`config.mk`:
```
export PLATFORM = sky130hd
export DESIGN_NAME = trap_sequencer
export DESIGN_NICKNAME = d
export VERILOG_FILES = /design/src/rtl/trap_sequencer.sv
export SDC_FILE = /design/constraint.sdc
export NUM_CORES = 1
export LEC_CHECK = 0
export BUFFER_PORTS_ARGS = -buffer_cell sky130_fd_sc_hd__buf_2
export CORE_MARGIN = 5
export CORE_UTILIZATION = 25
export CTS_CLUSTER_DIAMETER = 30
export CTS_CLUSTER_SIZE = 25
export DETAILED_ROUTE_END_ITERATION = 10
export GPL_ROUTABILITY_DRIVEN = 0
export HOLD_SLACK_MARGIN = 0.08
export RECOVER_POWER = 50
export SYNTH_ARGS = -nofsm -noshare
export SYNTH_HDL_FRONTEND = slang
export SYNTH_SLANG_ARGS = --single-unit
```
`constraint.sdc`:
```
create_clock -name clk -period 2.08 [get_ports clk]
set_input_delay 0 -clock clk [delete_from_list [all_inputs] [get_ports clk]]
set_output_delay 0 -clock clk [all_outputs]
set_load 0.01 [all_outputs]
```
`src/rtl/trap_sequencer.sv`:
```
`default_nettype none
// ============================================================================
// Module   : trap_sequencer
// Purpose  : Trap entry/exit sequencer: fault/IRQ arbitration, cause and EPC
//            capture, pipeline drain handshake, vector and return redirects.
//            Optional macro TRAP_IRQ_RR_EN selects round-robin IRQ grant.
// Revision : 1.0 - initial release
// ============================================================================
module trap_sequencer #(
   parameter int          NUM_IRQ    = 4,
   parameter logic [15:0] VEC_BASE   = 16'h0000,
   parameter logic [15:0] VEC_STRIDE = 16'h0040
) (
   input  logic               clk,
   input  logic               rst,
   input  logic               fault_pc,
   input  logic               fault_mem,
   input  logic               fault_instr,
   input  logic [NUM_IRQ-1:0] irq,
   input  logic [NUM_IRQ-1:0] irq_mask,
   input  logic [15:0]        cur_pc,
   input  logic               drain_ack,
   input  logic               eret,
   output logic               flush_req,
   output logic               redirect,
   output logic [15:0]        redirect_pc,
   output logic [15:0]        epc,
   output logic [3:0]         cause,
   output logic               in_trap,
   output logic               double_fault
);

   localparam logic [2:0] S_IDLE    = 3'd0;
   localparam logic [2:0] S_FLUSH   = 3'd1;
   localparam logic [2:0] S_VECTOR  = 3'd2;
   localparam logic [2:0] S_HANDLER = 3'd3;
   localparam logic [2:0] S_RETURN  = 3'd4;

   logic [2:0]         r_state;
   logic [2:0]         w_state_nxt;
   logic [2:0]         r_pend;
   logic [2:0]         w_pend_nxt;
   logic [3:0]         r_cause;
   logic [15:0]        r_epc;
   logic               r_double_fault;

   logic [2:0]         w_fault;
   logic [2:0]         w_fault_src;
   logic [2:0]         w_fault_clr;
   logic [NUM_IRQ-1:0] w_irq_req;
   logic               w_irq_hit;
   logic [3:0]         w_irq_idx;
   logic               w_accept;
   logic               w_take;
   logic [3:0]         w_sel_cause;
   logic [15:0]        w_vec;

   // Returns {hit, index} of the lowest set bit.
   function automatic logic [4:0] f_lowest(input logic [NUM_IRQ-1:0] v);
      logic [4:0] res;
      res = 5'd0;
      for (int k = NUM_IRQ - 1; k >= 0; k--) begin
         if (v[k]) begin
            res = {1'b1, 4'(k)};
         end
      end
      return res;
   endfunction

   assign w_fault     = {fault_instr, fault_mem, fault_pc};
   assign w_fault_src = r_pend | w_fault;
   assign w_irq_req   = irq & irq_mask;

`ifdef TRAP_IRQ_RR_EN
   logic [3:0]         r_rr_ptr;
   logic [NUM_IRQ-1:0] w_rr_ge;
   logic [4:0]         w_hi_sel;
   logic [4:0]         w_all_sel;

   // Requests at or above the pointer win; otherwise wrap to the lowest.
   always_comb begin
      w_rr_ge = '0;
      for (int k = 0; k < NUM_IRQ; k++) begin
         w_rr_ge[k] = (4'(k) >= r_rr_ptr);
      end
   end

   assign w_hi_sel  = f_lowest(w_irq_req & w_rr_ge);
   assign w_all_sel = f_lowest(w_irq_req);
   assign w_irq_hit = w_all_sel[4];
   assign w_irq_idx = w_hi_sel[4] ? w_hi_sel[3:0] : w_all_sel[3:0];

   always_ff @(posedge clk or negedge rst) begin
      if (!rst) begin
         r_rr_ptr <= 4'd0;
      end else if (w_take && (w_fault_src == 3'b000)) begin
         r_rr_ptr <= (w_irq_idx == 4'(NUM_IRQ - 1)) ? 4'd0 : (w_irq_idx + 4'd1);
      end
   end
`else
   logic [4:0] w_fix_sel;

   assign w_fix_sel = f_lowest(w_irq_req);
   assign w_irq_hit = w_fix_sel[4];
   assign w_irq_idx = w_fix_sel[3:0];
`endif

   always_comb begin
      w_accept    = 1'b0;
      w_sel_cause = 4'd0;
      w_fault_clr = 3'b000;
      if (w_fault_src[0]) begin
         w_accept    = 1'b1;
         w_sel_cause = 4'd0;
         w_fault_clr = 3'b001;
      end else if (w_fault_src[1]) begin
         w_accept    = 1'b1;
         w_sel_cause = 4'd1;
         w_fault_clr = 3'b010;
      end else if (w_fault_src[2]) begin
         w_accept    = 1'b1;
         w_sel_cause = 4'd2;
         w_fault_clr = 3'b100;
      end else if (w_irq_hit) begin
         w_accept    = 1'b1;
         w_sel_cause = 4'd4 + w_irq_idx;
      end
   end

   assign w_take = (r_state == S_IDLE) && w_accept;

   // An accepted bit survives only if it was already pending and re-pulsed.
   always_comb begin
      w_pend_nxt = r_pend;
      if (r_state != S_HANDLER) begin
         if (w_take) begin
            w_pend_nxt = (w_fault_src & ~w_fault_clr) | (r_pend & w_fault & w_fault_clr);
         end else begin
            w_pend_nxt = w_fault_src;
         end
      end
   end

   always_comb begin
      w_state_nxt = r_state;
      case (r_state)
         S_IDLE:    if (w_accept)  w_state_nxt = S_FLUSH;
         S_FLUSH:   if (drain_ack) w_state_nxt = S_VECTOR;
         S_VECTOR:  w_state_nxt = S_HANDLER;
         S_HANDLER: if (eret)      w_state_nxt = S_RETURN;
         S_RETURN:  w_state_nxt = S_IDLE;
         default:   w_state_nxt = S_IDLE;
      endcase
   end

   always_ff @(posedge clk or negedge rst) begin
      if (!rst) begin
         r_state        <= S_IDLE;
         r_pend         <= 3'b000;
         r_cause        <= 4'd0;
         r_epc          <= 16'h0000;
         r_double_fault <= 1'b0;
      end else begin
         r_state <= w_state_nxt;
         r_pend  <= w_pend_nxt;
         if (w_take) begin
            r_cause <= w_sel_cause;
            r_epc   <= cur_pc;
         end
         if ((r_state == S_HANDLER) && (w_fault != 3'b000)) begin
            r_double_fault <= 1'b1;
         end
      end
   end

   assign w_vec = VEC_BASE + ({12'd0, r_cause} * VEC_STRIDE);

   assign flush_req    = (r_state == S_FLUSH);
   assign redirect     = (r_state == S_VECTOR) || (r_state == S_RETURN);
   assign redirect_pc  = (r_state == S_VECTOR) ? w_vec :
                         (r_state == S_RETURN) ? r_epc : 16'h0000;
   assign epc          = r_epc;
   assign cause        = r_cause;
   assign in_trap      = (r_state == S_HANDLER);
   assign double_fault = r_double_fault;

endmodule
`default_nettype wire

```
Word-level counts from Yosys, hierarchy flattened
Index checks and enable logic that the tools add are counted.

cells by class
  $add $sub $neg = 1
  $mul = 0
  divide/modulo/power cells = 0
  $lt $le $gt $ge = 0
  equality and inequality tests = 8
  shift operators = 0
  mux-type cells = 22
  bitwise gates (word level) = 7
  reductions and logical operators = 6

operator list
  cell                                                   count
  2-to-1 mux 16 bit                                      2
  2-to-1 mux 3 bit                                       7
  2-to-1 mux 5 bit                                       4
  2-to-1 mux 4 bit                                       4
  case mux 3 bit (4 select lines)                        1
  bitwise AND 3 bit                                      3
  == test 3 x 2 -> 1 bit, second input constant          2
  inequality test 2 bit, second input constant           3
  bitwise OR 3 bit                                       2
  adder 3 x 4 -> 4 bit, first input constant             1
  bitwise AND 4 bit                                      1
  2-to-1 mux 1 bit                                       4
  == test 3 x 1 -> 1 bit, second input constant          1
  == test 3 bit, second input constant                   1
  zero test 3 bit                                        1
  inequality test 3 x 2 -> 1 bit, second input constant  1
  inverter 3 bit                                         1
  AND reduction 3 bit                                    1
  nonzero test 3 bit                                     1
  logical AND 1 bit                                      2
  logical OR 1 bit                                       1

word-level totals
  flip-flop bits (word level) = 27
  bits in latches = 0
  RAM bits = 0
  memory bits (read-only) = 0
  memories = 0

Depth between registers and ports, before layout
  depth in word-level cells = 11
  depth in mapped cells = 5
  depth with buffers taken out = 4

Worst setup path after synthesis
No wires, ideal clock.

  path kind = register to register
  start point = reg r_state[2]
  end point = reg r_epc[1], in the netlist epc[1]
  arrival time = 1614 ps
  required time = 1955 ps
  setup slack = 341 ps
  cell stages (with the launch flop) = 5
  buffers on the path = 1
  clock period less this slack = 1739 ps
  cells stage by stage = dfrtp_1 > or3_4 > a41oi_4 > buf_6 > mux2_4

between the ends
  longest elaborated chain between the ends = 2

RTL lines
  item                      RTL line  source
  start: declaration        39        logic [2:0] r_state;
  start signal: assignment  164       r_state <= w_state_nxt;
  zero test 3 bit           130       assign w_take = (r_state == S_IDLE) && w_accept;
  logical AND 1 bit         130
  end signal: assignment    168       r_epc <= cur_pc;
  end: declaration          44        logic [15:0] r_epc;

Every way passes these cells.
A chain may end at the register's enable or synchronous reset.

Worst setup path in the final report
  start point = reg r_state[2]
  end point = reg r_epc[11], in the netlist epc[11]

The elaborated chain is that of the path after synthesis.

==> flow_metrics.tcl <==
set metrics [dict create \
    setup_tns_ns 0 \
    synth.top_cell.area_share_pct 49.0 \
    drt_wl_total_um 3690 \
    synthArstFlopShare_pct 100 \
    synth-main-ff-cell "dfrtp_1" \
    die_h_um 82.9 \
    slew-limit-headroom_pct 1.38 \
    dp_hpwl_um 2760 \
    yosys-top-cells-count "dfrtp_1 (26), and2_1 (15), nor2_1 (10)" \
    cts.sinks 26 \
    syn_avg_cell_area_um2 11.2 \
    netlist_area_um2 1330 \
    cts_tree "built" \
    seq_power_share_pct 35.9 \
    vias 1230 \
    syn_nets 150 \
    finalCritPeriodShare_pct 82.7 \
    syn_inst 119 \
    ir_drop_mv 0.382 \
    max-clock-path-buffers 2 \
    htreeDepth 1 \
    drc_errors 0 \
    hold_violations 0 \
    synth-edff-count 0 \
    worst-setup-path-type "flop to flop" \
    cp_num_buf_inv 1 \
    via_per_inst 4.30 \
    ys_types 31 \
    clk_latency_ns 0.27 \
    status "finished, final reports clean" \
    hold_path.class "input port to flop" \
    setup_viol_count_final 0 \
    fin_nets 248 \
    layout-drive-gt1-share_pct 35.6 \
    holdWs_ns 0.240 \
    std_cell_rows 26 \
    p_clk_share_pct 16.7 \
    ys_ff_latch 26 \
    drt_first_iter_violations 42 \
    cap_violations 0 \
    switching_power_uw 938 \
    cp.required_ns 2.24 \
    grt_max_degree 27 \
    cts_made_buffers 3 \
    endpoint_kind "flop" \
    syn2layout_area_growth_pct 55.6 \
    critPathLaunchType "flop" \
    final_area_um2 2070 \
    cts.clk_slew.worst_paths_ns 0.10 \
    antenna_found_initial 0 \
    postCtsSetupRepairBufs 0 \
    ys_warn_count 0 \
    place_area_um2 1780 \
    p_int_mw 1.61 \
    cp_cell_sequence "or3_4 -> a41oi_4 -> buf_12 -> mux2_2" \
    wire_per_inst_um 12.9 \
    rsz0062_at_grt "false" \
    finalCriticalPeriod_ns 1.72 \
    cp_max_fo 19 \
    grt_usage_pct 10.9 \
    die-width_um 82.9 \
    max_stage_delay_ns 0.46 \
    tightestPinTransition_ns 1.48 \
    port_buffers 69 \
    grt_pass1_wl_um 6310 \
    drv_slew 0 \
    antenna_cells 0 \
    pwr-share-comb_pct 47.4 \
    switching_share_pct 36.8 \
    cts-root-buf "clkbuf_8" \
    cp_top_family "flip-flops" \
    floorplan.initialDensity_pct 25.9 \
    first_global_vias 1310 \
    synth_area_leader_cell "dfrtp_1" \
    ioPinCount 71 \
    p_total_mw 2.55 \
    crit_slowest_cell "dfrtp_1" \
    yosysMostFrequentCell "dfrtp_1" \
    coreArea_um2 5140 \
    skew_ns 0.0121 \
    yosysSeqAreaShare_pct 49.0 \
    p_leak_nw 0.944 \
    dieArea_um2 6870 \
    overflow 0 \
    critical_path_arrival_ns 1.88 \
    p_per_area_nw_per_um2 1230 \
    drtPass1Iterations 4 \
    synthTopCellsByArea "dfrtp_1 (49%), mux2_4 (7.9%), mux2_2 (7.6%)" \
    max_freq_mhz 581 \
    detail-route-antenna-nets 0 \
]
==> cell type report <==
| cell class | count | area, um^2 |
|---|---|---|
| repair buffers | 98 | 611 |
| flip-flops and latches | 26 | 651 |
| clock inverters | 1 | 30.0 |
| well taps | 70 | 87.6 |
| inverters | 1 | 3.75 |
| clock buffers | 3 | 41.3 |
| fillers | 540 | 3070 |
| multi-input cells | 87 | 644 |
==> cell usage in the layout (no fill, tap or decap), types with 3 or more instances in the layout <==
cell type | netlist | routed
a21oi_1 | 5 | 5
dlygate4sd3_1 | 0 | 24
nand2_1 | 9 | 9
and2_1 | 15 | 15
a22oi_1 | 5 | 5
clkbuf_1 | 3 | 20
nor2_1 | 10 | 10
o21ai_0 | 4 | 4
buf_4 | 1 | 4
clkbuf_8 | 0 | 3
buf_2 | 0 | 49
dfrtp_1 | 26 | 26
mux2_4 | 7 | 7
mux2_2 | 9 | 9
nor3_1 | 3 | 3
==> cell families (layout without fill, tap and decap cells) <==
kind of cell           Yosys count  in the layout  synth area share (%)
buffers and inverters            6            103                  2.54
and+or+nand+nor                 50             50                  21.4
other                            1              1                 0.282
muxes                           16             16                  15.5
DFF                             26             26                  49.0
AOI/OAI and AO/OA               20             20                  11.3
==> state kept, by name, summed over array words and instances, names as in the netlist <==
register,count
epc,16
cause,3
r_pend,3
r_state,3
double_fault,1
==> path summary, 6_finish.rpt <==
check / start / slack, ns / end / cells past startpoint
worst min-delay path: irq[1] / 0.24 / cause[0] / 4
max in group asynchronous: rst / 0.60 / epc[2] / 2
min in group asynchronous: rst / 0.60 / r_pend[0] / 2
worst max-delay path: r_state[2] / 0.36 / epc[11] / 4
worst max register to register: r_state[2] / 0.36 / epc[11] / 4
worst min register to register: double_fault / 0.49 / double_fault / 1
==> per-stage QoR <==
step                      util, %  worst slack [ns]  std cells
after CTS                    40.7             0.364        286
after detailed placement     34.7             0.387        258
final                        40.2             0.359        286
after global placement       34.7             0.401        258
after global routing         40.2             0.200        286
after floorplan                 -             0.341        119
==> power groups by stage <==
| stage | Combinational [mW] | Clock (mW) | Sequential, mW |
|---|---|---|---|
| 3_5_place_dp | 1.24 | 0 | 0.922 |
| 6_report | 1.21 | 0.425 | 0.916 |
| 3_3_place_gp | 1.22 | 0 | 0.911 |
| 5_1_grt | 1.34 | 0.455 | 0.955 |
| 4_1_cts | 1.27 | 0.437 | 0.913 |
| 2_1_floorplan | 0.679 | 0 | 0.978 |
==> worst register-to-register path: stages, from the launching register on <==
cell     delay (ns)
dfrtp_1        0.46
or3_4          0.39
a41oi_4        0.21
buf_12         0.20
mux2_2         0.35
==> what timing repair did <==
item	in CTS	in global routing
hold endpoints to repair	50	0
resized for setup	0	0
hold buffers	24	0
==> metal layers <==
layer,track usage (%),part of all wire (%),vias to the layer above
met5,0,0,-
met4,2.82,1.1,0
met3,2.38,4.7,4
met2,18.8,50,33
met1,13.6,44,575
li1,-,-,618
Power figures use the tool's default switching activity.
